==> src/rtl/id_ex_stage.sv <==
// ID/EX pipeline register with EX/MEM and MEM/WB operand forwarding and
// load-use hazard detection for the 5-stage MIPS pipeline.
module id_ex_stage #(
   parameter  int unsigned DW  = 32,
   parameter  int unsigned RW  = 5,
   localparam int unsigned SHW = 5,
   localparam int unsigned CW  = 5
) (
   input  logic            clk,
   input  logic            rst,
   input  logic            hold,
   input  logic            flush,
   input  logic            id_valid,
   input  logic [RW-1:0]   id_rs,
   input  logic [RW-1:0]   id_rt,
   input  logic [RW-1:0]   id_rd,
   input  logic            id_uses_rs,
   input  logic            id_uses_rt,
   input  logic [DW-1:0]   id_rs_data,
   input  logic [DW-1:0]   id_rt_data,
   input  logic [DW-1:0]   id_imm,
   input  logic [SHW-1:0]  id_shamt,
   input  logic [CW-1:0]   id_alu_ctrl,
   input  logic            id_alusrc,
   input  logic            id_shift_src,
   input  logic            id_regwrite,
   input  logic            id_memread,
   input  logic            id_memwrite,
   input  logic            id_memtoreg,
   input  logic            exm_regwrite,
   input  logic [RW-1:0]   exm_rd,
   input  logic [DW-1:0]   exm_result,
   input  logic            mwb_regwrite,
   input  logic [RW-1:0]   mwb_rd,
   input  logic [DW-1:0]   mwb_data,
   output logic            stall_id,
   output logic [DW-1:0]   alu_a,
   output logic [DW-1:0]   alu_b,
   output logic [CW-1:0]   alu_ctrl,
   output logic            ex_valid,
   output logic            ex_regwrite,
   output logic            ex_memread,
   output logic            ex_memwrite,
   output logic            ex_memtoreg,
   output logic [RW-1:0]   ex_rd,
   output logic [DW-1:0]   ex_store_data
);

   // Everything the stage holds for the instruction currently in EX.
   typedef struct packed {
      logic            valid;
      logic            regwrite;
      logic            memread;
      logic            memwrite;
      logic            memtoreg;
      logic [RW-1:0]   rd;
      logic [RW-1:0]   rs;
      logic [RW-1:0]   rt;
      logic            uses_rs;
      logic            uses_rt;
      logic [DW-1:0]   rs_data;
      logic [DW-1:0]   rt_data;
      logic [DW-1:0]   imm;
      logic [SHW-1:0]  shamt;
      logic [CW-1:0]   alu_ctrl;
      logic            alusrc;
      logic            shift_src;
   } ex_fields_t;

   ex_fields_t    r_ex;
   ex_fields_t    w_id_fields;
   logic          w_hazard;
   logic [DW-1:0] w_fwd_rs;
   logic [DW-1:0] w_fwd_rt;

   // Bundle the decoded ID fields into the stage payload.
   always_comb begin
      w_id_fields           = '0;
      w_id_fields.valid     = id_valid;
      w_id_fields.regwrite  = id_regwrite;
      w_id_fields.memread   = id_memread;
      w_id_fields.memwrite  = id_memwrite;
      w_id_fields.memtoreg  = id_memtoreg;
      w_id_fields.rd        = id_rd;
      w_id_fields.rs        = id_rs;
      w_id_fields.rt        = id_rt;
      w_id_fields.uses_rs   = id_uses_rs;
      w_id_fields.uses_rt   = id_uses_rt;
      w_id_fields.rs_data   = id_rs_data;
      w_id_fields.rt_data   = id_rt_data;
      w_id_fields.imm       = id_imm;
      w_id_fields.shamt     = id_shamt;
      w_id_fields.alu_ctrl  = id_alu_ctrl;
      w_id_fields.alusrc    = id_alusrc;
      w_id_fields.shift_src = id_shift_src;
   end

   // Load in EX whose result is needed by the instruction in ID.
   always_comb begin
      w_hazard = 1'b0;
      if (r_ex.valid && r_ex.memread && (r_ex.rd != '0) && id_valid) begin
         w_hazard = (id_uses_rs && (id_rs == r_ex.rd)) ||
                    (id_uses_rt && (id_rt == r_ex.rd));
      end
   end

   // Stage register: reset, then freeze, then bubble, then capture.
   always_ff @(posedge clk) begin
      if (!rst) begin
         r_ex <= '0;
      end else if (!hold) begin
         if (flush || w_hazard || !id_valid) begin
            r_ex <= '0;
         end else begin
            r_ex <= w_id_fields;
         end
      end
   end

   // rs operand select: youngest producer wins, $0 never forwarded.
   always_comb begin
      w_fwd_rs = r_ex.rs_data;
      if (r_ex.uses_rs) begin
         if (exm_regwrite && (exm_rd != '0) && (exm_rd == r_ex.rs)) begin
            w_fwd_rs = exm_result;
         end else if (mwb_regwrite && (mwb_rd != '0) && (mwb_rd == r_ex.rs)) begin
            w_fwd_rs = mwb_data;
         end
      end
   end

   // rt operand select, same rules as rs.
   always_comb begin
      w_fwd_rt = r_ex.rt_data;
      if (r_ex.uses_rt) begin
         if (exm_regwrite && (exm_rd != '0) && (exm_rd == r_ex.rt)) begin
            w_fwd_rt = exm_result;
         end else if (mwb_regwrite && (mwb_rd != '0) && (mwb_rd == r_ex.rt)) begin
            w_fwd_rt = mwb_data;
         end
      end
   end

   assign stall_id      = w_hazard && !flush;
   assign alu_a         = r_ex.shift_src ? DW'(r_ex.shamt) : w_fwd_rs;
   assign alu_b         = r_ex.alusrc ? r_ex.imm : w_fwd_rt;
   assign ex_store_data = w_fwd_rt;
   assign alu_ctrl      = r_ex.alu_ctrl;
   assign ex_valid      = r_ex.valid;
   assign ex_regwrite   = r_ex.regwrite;
   assign ex_memread    = r_ex.memread;
   assign ex_memwrite   = r_ex.memwrite;
   assign ex_memtoreg   = r_ex.memtoreg;
   assign ex_rd         = r_ex.rd;

endmodule
==> config.mk <==
export PLATFORM = sky130hd
export DESIGN_NAME = id_ex_stage
export DESIGN_NICKNAME = d
export VERILOG_FILES = /design/src/rtl/id_ex_stage.sv
export SDC_FILE = /design/constraint.sdc
export NUM_CORES = 1
export LEC_CHECK = 0
export ABC_CLOCK_PERIOD_IN_PS = 1800
export BUFFER_PORTS_ARGS = -buffer_cell sky130_fd_sc_hd__buf_2
export CAP_MARGIN = 5
export CORE_MARGIN = 3
export CORE_UTILIZATION = 34
export CTS_CLUSTER_SIZE = 28
export DETAILED_ROUTE_END_ITERATION = 8
export PLACE_DENSITY_LB_ADDON = 0.3
export SETUP_SLACK_MARGIN = 0.15
export SKIP_LAST_GASP = 1
export SLEW_MARGIN = 20
export SYNTH_ARGS = -nofsm -noshare
export SYNTH_HDL_FRONTEND = slang
export SYNTH_SLANG_ARGS = --single-unit
==> constraint.sdc <==
create_clock -name clk -period 1.8 [get_ports clk]
set_clock_uncertainty 0.15 [all_clocks]
set_input_delay 0.09 -clock clk [delete_from_list [all_inputs] [get_ports clk]]
set_output_delay 0.09 -clock clk [all_outputs]
set_load 0.05 [all_outputs]
==> results of run 1 <==
-- power breakdown --
group | switching, W | total, W | internal [W]
clock network | 0.00149 | 0.00368 | 0.00219
registers | 0.0000665 | 0.00301 | 0.00294
logic | 0.000965 | 0.00186 | 0.000892
-- worst min path at each step --
stage	cells past startpoint	endpoint	start	slack [ns]
after detailed placement	2	ex_rd[0]$_SDFFE_PN0N_	id_rd[0]	0.17
after CTS	3	ex_rd[0]$_SDFFE_PN0N_	hold	0.15
after global routing	3	r_ex[116]$_SDFFE_PN0N_	hold	0.19
after floorplan	1	ex_rd[4]$_SDFFE_PN0N_	id_rd[4]	0.08
final	3	ex_rd[4]$_SDFFE_PN0N_	hold	0.20
after global placement	2	alu_ctrl[0]$_SDFFE_PN0N_	id_alu_ctrl[0]	0.16
-- metal layers --
metal  vias to the layer above  wire length [µm]  GRT usage (%)
met5                         -                 0              0
met4                         0              1500           14.5
met3                       121              3190           10.1
met2                       576             18800           56.5
met1                      4284             14200           35.0
li1                       3846                 -              -
-- synth_stat cells (4+ instances only) --
master	number	area, µm²
a21oi_1	37	185
clkbuf_1	36	135
a22o_1	129	1130
or4_1	5	37.5
o221ai_1	5	43.8
buf_4	30	225
nand4_1	4	25.0
buf_2	9	45.0
nor3_1	33	165
nor4_1	27	169
xnor2_1	24	210
buf_6	6	67.6
nor2_1	114	428
xor2_1	6	52.6
a221oi_2	28	420
nand2_1	9	33.8
a221oi_1	4	35.0
dfxtp_1	130	2600
mux2i_1	5	50.1
inv_1	32	120
o22ai_1	31	194
nor2b_1	6	37.5
-- final cells by class --
| cell class | count | area [µm²] |
|---|---|---|
| Timing Repair Buffer | 612 | 5760 |
| Multi-Input combinational cell | 486 | 5320 |
| Fill cell | 1076 | 4120 |
| Sequential cell | 130 | 2640 |
| Clock buffer | 17 | 425 |
| Tap cell | 260 | 325 |
| Clock inverter | 15 | 180 |
| Inverter | 32 | 120 |
| Antenna cell | 3 | 7.51 |
-- critical path, stage by stage (launching register included) --
cell and delay [ns]:
dfxtp_2 0.33, buf_6 0.12, xnor2_2 0.15, nand3_1 0.10
or4_4 0.44, buf_6 0.14, a21boi_4 0.15, buf_6 0.16
buf_12 0.12, buf_16 0.12, nor3_1 0.07, a221oi_4 0.23
buf_6 0.20
-- logic make-up (layout without fill, tap and decap cells) --
family          count (synthesis)  after routing  synth area share [%]
compound gates                241            241                  31.6
xor+xnor                       30             30                  3.99
buf+inv                       113            676                  9.01
flops                         130            130                  39.5
mux                             5              5                 0.760
other cells                     0              3                     0
simple gates                  209            210                  15.1
-- through the flow --
step	setup WS [ns]	util, %	power (W)	std cells	setup TNS, ns
after global placement	-0.844	54.5	0.00433	1312	-91.98
final	-1.20	78.2	0.00855	1555	-157.59
after global routing	-1.28	78.2	0.00877	1554	-175.51
after detailed placement	-0.883	54.5	0.00434	1312	-94.70
after floorplan	-0.512	-	0.00383	728	-60.83
after CTS	-1.13	73.9	0.00842	1514	-140.46
-- registers in the layout, summed over array words and instances, names as in the netlist --
name	count
ex_rd	5
alu_ctrl	5
ex_valid	1
ex_memread	1
r_ex	115
ex_memwrite	1
ex_memtoreg	1
ex_regwrite	1
-- repair_timing --
| item | 4_1_cts | 5_1_grt |
|---|---|---|
| resized for setup | 318 | 70 |
| hold buffers | 129 | 0 |
| hold endpoints to repair | 129 | 0 |
| pin swaps | 13 | 26 |
| cloned | 14 | 14 |
| buffers inserted | 27 | 24 |
| setup endpoints to repair | 227 | 227 |
==> flow_summary.toml, run 1 <==
[floorplan]
initial_core_util_pct = 34.8
core_mm2 = 0.0189
die_w_um = 145
fp.dieArea_mm2 = 0.0211
pin_count = 322
rows = 50
die_h_um = 145

[yosys]
synth-edff-count = 0
syn_area_mm2 = 0.00658
yosysWarnings = 0
synth_ff_type = "dfxtp_1"
ys_types = 36
ys_ff_latch = 130
ys_async_sr_fraction_pct = 0
synth_fp_nets = 938
yosysSeqAreaShare_pct = 39.5
syn_area_per_cell_um2 = 9.04
netlist_instances = 728

[sta]
relSlewSlack_pct = 56.4
maxSlewViolCount = 0
final-setup-viol-count = 227
fmax_mhz = 333
fin_crit_sh_pct = 167
rsz0062_at_grt = "true"
max_slew.worst_pin.slew_ns = 0.646
post-route-min-period_ns = 3.00
hold-worst-slack_ns = 0.196
hold_viol = 0
fin_ws_ns = -1.20

[run_status]
status = "complete, but fails checks"
violations = "setup timing"

[layout]
drive_gt1_share_pct = 57.1
final_common_cell = "buf_2"
final_cell_mix = "buf_2 (224), a22o_1 (129), dlygate4sd3_1 (129)"
nets = 1489
synthToLayoutAreaGrowth_pct = 124
postLayoutCellArea_mm2 = 0.0148

[place]
dp_hpwl_um = 19600
dpl_cell_area_mm2 = 0.0103
gp_congestion = 0.855
port_buffers = 321

[routing]
vias_per_cell = 5.68
remaining_drc_errors = 0
ant_nets = 0
vias = 8827
dr.pass1.iters = 5
drt-total-wl_um = 37700
drt_iter0_markers = 556
post_drt_wl_per_cell_um = 24.2

[setup_path]
criticalPathCategory = "flip-flop to primary output"
r2r_cells = 11
startpoint_type = "flip-flop"
crit_end = "alu_b[9]"
crit_arrival_ns = 2.76
r2r_end = "ex_regwrite$_SDFFE_PN0N_"
startpoint = "r_ex[114]$_SDFFE_PN0N_"
cp.required_ns = 1.56
worstSetupEndpointType = "primary output"
path_max_fanout = 5
r2r_start = "ex_rd[0]$_SDFFE_PN0N_"
rrSetupSlack_ns = -0.58

[clock_network]
cts_buffer_depth = 2
cts_tree = "built"
ctsRootBufferMaster = "clkbuf_16"
cts_sinks = 130
clkSlewWorstSetupHoldPaths_ns = 0.06
cts_buffers = 17
insertion_delay_ns = 0.43
htree_num_levels = 4

[power_and_ir_drop]
power_density_mw_per_mm2 = 579
peakVddDrop_uv = 586
p_leak_nw = 6.07

[worst_hold_path]
hold_class = "input port to flip-flop"

[grt]
grt_pass1_vias = 9197
antenna_found_initial = 2
grt_use_total_pct = 32.0
grt_max_degree = 50
grt_pass1_wl_um = 53000
overflow = 0

[job]
cap_violations = 0
(Power assumes the default switching activity.)
==> inputs of run 2 (changes only) <==
--- a/config.mk
+++ b/config.mk
@@ -9,7 +9,7 @@
 export BUFFER_PORTS_ARGS = -buffer_cell sky130_fd_sc_hd__buf_2
 export CAP_MARGIN = 5
 export CORE_MARGIN = 3
-export CORE_UTILIZATION = 34
+export CORE_UTILIZATION = 31
 export CTS_CLUSTER_SIZE = 28
 export DETAILED_ROUTE_END_ITERATION = 8
 export PLACE_DENSITY_LB_ADDON = 0.3
==> constraint.sdc (replaced) <==
create_clock -name clk -period 1.8 [get_ports clk]
set_clock_uncertainty 0.15 [all_clocks]
set_input_delay 0.09 -clock clk [delete_from_list [all_inputs] [get_ports clk]]
set_output_delay 0.09 -clock clk [all_outputs]
set_load 0.01 [all_outputs]
==> run 2 against run 1 <==
The run still ends with setup timing left. Global-route usage is 3.9 points lower. Via count is 6.0% lower. Critical path depth is 4 lower. Core utilization is 13 points lower. Sequential share of layout area is 1.9 points higher. Wire length is 11% lower. Final cell count is 0.26% higher. Fmax is 9.6% higher. Setup slack better by 0.26 ns. Final area is 9.8% lower. Total power is 10% lower. Combinational power is 25% lower.
==> flow_summary.toml, run 2 (same netlist as run 1, synthesis figures left out) <==
[sta]
max_slew.worst_pin.slew_ns = 0.617
post-route-min-period_ns = 2.74
fmax_mhz = 365
final-setup-viol-count = 227
rsz0062_at_grt = "true"
fin_crit_sh_pct = 152
hold_viol = 0
maxSlewViolCount = 0
relSlewSlack_pct = 58.3
fin_ws_ns = -0.941

[routing]
ant_nets = 0
vias_per_cell = 5.32
met2_length_um = 16500
drt_iter0_markers = 445
top_layer = "met4"
dr.pass1.iters = 5
remaining_drc_errors = 0
wl_met1_um = 13600
vias = 8301
post_drt_wl_per_cell_um = 21.6
met3_length_um = 2590
drt-total-wl_um = 33700

[place]
dp_hpwl_um = 20700
port_buffers = 321
gp_congestion = 0.834
place_ws_ns = -0.713

[layout]
top_register = "r_ex"
final_common_cell = "buf_2"
final_cell_mix = "buf_2 (320), a22o_1 (129), dlygate4sd3_1 (129)"
drive_gt1_share_pct = 56.4
nets = 1485
largest_register_ff_count = 115
synthToLayoutAreaGrowth_pct = 103
fill_cells = 1608
utilization_pct = 64.8

[clock_network]
cts_sinks = 130
cts_buffer_depth = 2
clkSlewWorstSetupHoldPaths_ns = 0.07
htree_num_levels = 4
cts_buffers = 17
ctsRootBufferMaster = "clkbuf_16"
insertion_delay_ns = 0.42
cts_tree = "built"

[floorplan]
initial_core_util_pct = 32.0
die_h_um = 152
die_w_um = 152
fp.dieArea_mm2 = 0.0230
core_mm2 = 0.0206
pin_count = 322
rows = 52

[setup_path]
cp.required_ns = 1.56
r2r_start = "ex_rd[3]$_SDFFE_PN0N_"
startpoint = "r_ex[110]$_SDFFE_PN0N_"
startpoint_type = "flip-flop"
path_max_fanout = 8
crit_arrival_ns = 2.50
criticalPathCategory = "flip-flop to primary output"
worstSetupEndpointType = "primary output"

[run_status]
violations = "setup timing"
status = "complete, but fails checks"

[grt]
grt_pass1_vias = 8719
grt_use_total_pct = 28.1
overflow = 0
antenna_found_initial = 1
grt_pass1_wl_um = 49200
grt_max_degree = 41

[job]
cap_violations = 0

[worst_hold_path]
hold_class = "input port to flip-flop"
worstHoldStart = "hold"

[power_and_ir_drop]
p_leak_nw = 5.85
power_density_mw_per_mm2 = 575
peakVddDrop_uv = 479
## run 2: changes by cell type in the layout (fill, tap and decap cells not counted), moves of 19 or more
cell      change
nor4_2       +21
a21oi_4      -32
nor2_2       -21
buf_2        +96
buf_6        -76
a221oi_4     -31
nor4_4       -21
o22ai_4      +19
a21oi_2      +27
a221oi_2     +30
## run 2: per-stage QoR
stage          power (W)  std cells  setup TNS (ns)  instance area, µm²  hold WS (ns)
2_1_floorplan    0.00348        728          -28.15                7090        0.0791
3_3_place_gp     0.00398       1322          -76.76                9330         0.163
3_5_place_dp     0.00399       1322          -84.85                9330         0.168
4_1_cts          0.00762       1541         -123.66               12900         0.102
5_1_grt          0.00791       1559         -144.99               13300         0.122
6_report         0.00767       1559         -125.17               13300         0.115
## run 2: worst paths after layout
| path | end | slack, ns | cells after the start |
|---|---|---|---|
| worst max register to register | r_ex[49]$_SDFFE_PN0N_ | -0.41 | 10 |
| worst min-delay path | ex_rd[0]$_SDFFE_PN0N_ | 0.12 | 3 |
| worst min register to register | r_ex[26]$_SDFFE_PN0N_ | 0.33 | 1 |
| worst max-delay path | alu_b[19] | -0.94 | 8 |
## run 2: critical path, stage by stage, from the launching register on
cell and delay [ns]:
dfxtp_4 0.36, xnor2_2 0.14, nand4_1 0.10, or4_4 0.48
nand2b_4 0.19, buf_12 0.19, o22ai_4 0.09, a221oi_2 0.33
buf_2 0.20
## run 2: cell type report
class | count | area [µm²] | area share [%]
flip-flops and latches | 130 | 2630 | 19.7
well taps | 270 | 338 | 2.53
repair buffers | 608 | 5080 | 38.1
inverters | 32 | 120 | 0.901
diodes | 1 | 2.50 | 0.0188
clock buffers | 17 | 425 | 3.19
clock inverters | 15 | 109 | 0.816
multi-input cells | 486 | 4630 | 34.7
## run 2: what timing repair did
action	CTS	global route
gates resized for setup	187	57
pin swaps	43	27
cloned	25	1
endpoints found under the setup margin	227	227
setup buffers	33	16
endpoints found under the hold margin	129	0
hold buffers	129	0
## run 2: report_power, final
group          internal (W)  switching [W]  total, W
combinational      0.000764       0.000640   0.00140
sequential          0.00295      0.0000630   0.00301
clock               0.00177        0.00148   0.00325
## run 2: routing by layer
metal  global-route usage, %  up-vias
met5                       0        -
met4                    12.1        0
met3                    6.57       77
met2                    47.4      403
met1                    34.1     3997
li1                        -     3824
==> inputs of run 3 (changes only) <==
==> constraint.sdc (replaced) <==
create_clock -name clk -period 1.8 [get_ports clk]
set_clock_uncertainty 0.15 [all_clocks]
set_input_delay 0 -clock clk [delete_from_list [all_inputs] [get_ports clk]]
set_output_delay 0 -clock clk [all_outputs]
set_load 0.01 [all_outputs]
==> run 3 against run 2 <==
The run still ends with setup timing left. Largest cell class unchanged. Clock power rose by 4%. Final area fell by 2.1%. Final cell count fell by 1.2%. Total power rose by 0.99%. Die area did not move. Via count fell by 1.7%. Critical endpoint is now alu_b[22].
==> flow_summary.toml, run 3 (same netlist as run 1, synthesis figures left out) <==
[layout]
final_cell_mix = "buf_2 (319), a22o_1 (129), dlygate4sd3_1 (129)"
drive_gt1_share_pct = 56.4
synthToLayoutAreaGrowth_pct = 98.3
top_register = "r_ex"
final_common_cell = "buf_2"
largest_register_ff_count = 115
diodes = 0
utilization_pct = 63.5
nets = 1469

[clock_network]
cts_tree = "built"
cts_sinks = 130
ctsRootBufferMaster = "clkbuf_16"
insertion_delay_ns = 0.41
htree_num_levels = 4
cts_buffers = 17
clkSlewWorstSetupHoldPaths_ns = 0.06
cts_buffer_depth = 2

[place]
dp_hpwl_um = 19800
gp_congestion = 0.867
port_buffers = 321
place_ws_ns = -0.588

[floorplan]
die_w_um = 152
fp.dieArea_mm2 = 0.0230
initial_core_util_pct = 32.0
pin_count = 322
core_mm2 = 0.0206
die_h_um = 152
rows = 52

[setup_path]
criticalPathCategory = "flip-flop to primary output"
path_max_fanout = 19
startpoint_type = "flip-flop"
worstSetupEndpointType = "primary output"
critPathMaxStageDelay_ns = 0.45
slowest_stage = "or4_4"
cp.required_ns = 1.65
crit_arrival_ns = 2.63
cp_cell_sequence = "buf_6 > xnor2_2 > nand3_1 > or4_4 > nand2b_4 > buf_12 > o22ai_1 > a221oi_2 > buf_2"

[grt]
grt_use_total_pct = 26.6
grt_pass1_wl_um = 46800
grt_max_degree = 66
grt_pass1_vias = 8433
antenna_found_initial = 1
overflow = 0

[sta]
hold_viol = 0
post-route-min-period_ns = 2.78
fin_ws_ns = -0.977
relSlewSlack_pct = 42.9
hold-worst-slack_ns = 0.0907
max_slew.worst_pin.slew_ns = 0.846
tns_ns = -131.79
rsz0062_at_grt = "true"
final-setup-viol-count = 227
fin_crit_sh_pct = 154
maxSlewViolCount = 0
fmax_mhz = 360

[worst_hold_path]
hold_class = "input port to flip-flop"

[routing]
vias = 8158
vias_per_cell = 5.30
remaining_drc_errors = 0
drt_iter0_markers = 459
ant_nets = 0
post_drt_wl_per_cell_um = 21.2
drt-total-wl_um = 32600
dr.pass1.iters = 5

[power_and_ir_drop]
p_leak_nw = 5.79
peakVddDrop_uv = 509
power_density_mw_per_mm2 = 594

[run_status]
violations = "setup timing"
status = "complete, but fails checks"

[job]
cap_violations = 0
[run 3: cell count changes in the layout (fill, tap and decap cells not counted), moves of 5 or more]
cell / before / now
nor2_2: 2 / 19
buf_8: 3 / 10
inv_6: 5 / 0
buf_4: 64 / 46
buf_12: 27 / 32
nor2_1: 85 / 72
buf_16: 23 / 16
o22ai_4: 23 / 10
o22ai_2: 5 / 14
[run 3: area by class of cell]
| class | instances | area [µm²] |
|---|---|---|
| Clock inverter | 10 | 113 |
| Fill cell | 1612 | 7510 |
| Tap cell | 270 | 338 |
| Timing Repair Buffer | 591 | 4920 |
| Clock buffer | 20 | 447 |
| Inverter | 32 | 120 |
| Sequential cell | 130 | 2630 |
| Multi-Input combinational cell | 487 | 4490 |
[run 3: final timing paths]
path	from	endpoint	slack, ns	cells after the start
min reg2reg	r_ex[7]$_SDFFE_PN0N_	r_ex[7]$_SDFFE_PN0N_	0.32	1
min	hold	r_ex[119]$_SDFFE_PN0N_	0.09	3
max reg2reg	ex_rd[3]$_SDFFE_PN0N_	r_ex[95]$_SDFFE_PN0N_	-0.55	11
max	r_ex[114]$_SDFFE_PN0N_	alu_b[22]	-0.98	9
[run 3: stage by stage]
step	total power (W)	instances	area [µm²]
global route	0.00804	1540	13100
global placement	0.00397	1314	9240
detailed placement	0.00397	1314	9240
finish	0.00775	1540	13100
floorplan	0.00348	728	7060
CTS	0.00773	1526	12600
[run 3: power by group]
group	leakage (nW)	total, W	switching [W]	internal, W
clock	0.271	0.00338	0.00133	0.00205
combinational	4.46	0.00135	0.000604	0.000744
sequential	1.06	0.00301	0.0000619	0.00295
total	5.79	0.00775	0.00200	0.00575
[run 3: timing repair]
| item | in CTS | in global routing |
|---|---|---|
| endpoints found under the hold margin | 129 | 0 |
| hold buffers | 129 | 0 |
| pin swaps | 33 | 26 |
| resized for setup | 146 | 76 |
| setup buffers | 34 | 13 |
| gates cloned | 19 | 1 |
| setup endpoints to repair | 227 | 227 |
[run 3: worst max-delay path, delay by kind of cell (launching register included)]
kind / cells / cell delay (ns)
AOI/OAI and AO/OA: 2 / 0.52
xor gates and xnor gates: 1 / 0.16
buffers and inverters: 3 / 0.47
DFF: 1 / 0.33
and+or+nand+nor: 3 / 0.75
[run 3: per-layer routing]
metal / wire length, µm / track usage [%] / vias to the layer above
li1: - / - / 3787
met1: 13400 / 32.0 / 3928
met2: 16000 / 46.4 / 377
met3: 2280 / 5.95 / 64
met4: 877 / 9.93 / 2
met5: 7 / 0 / -
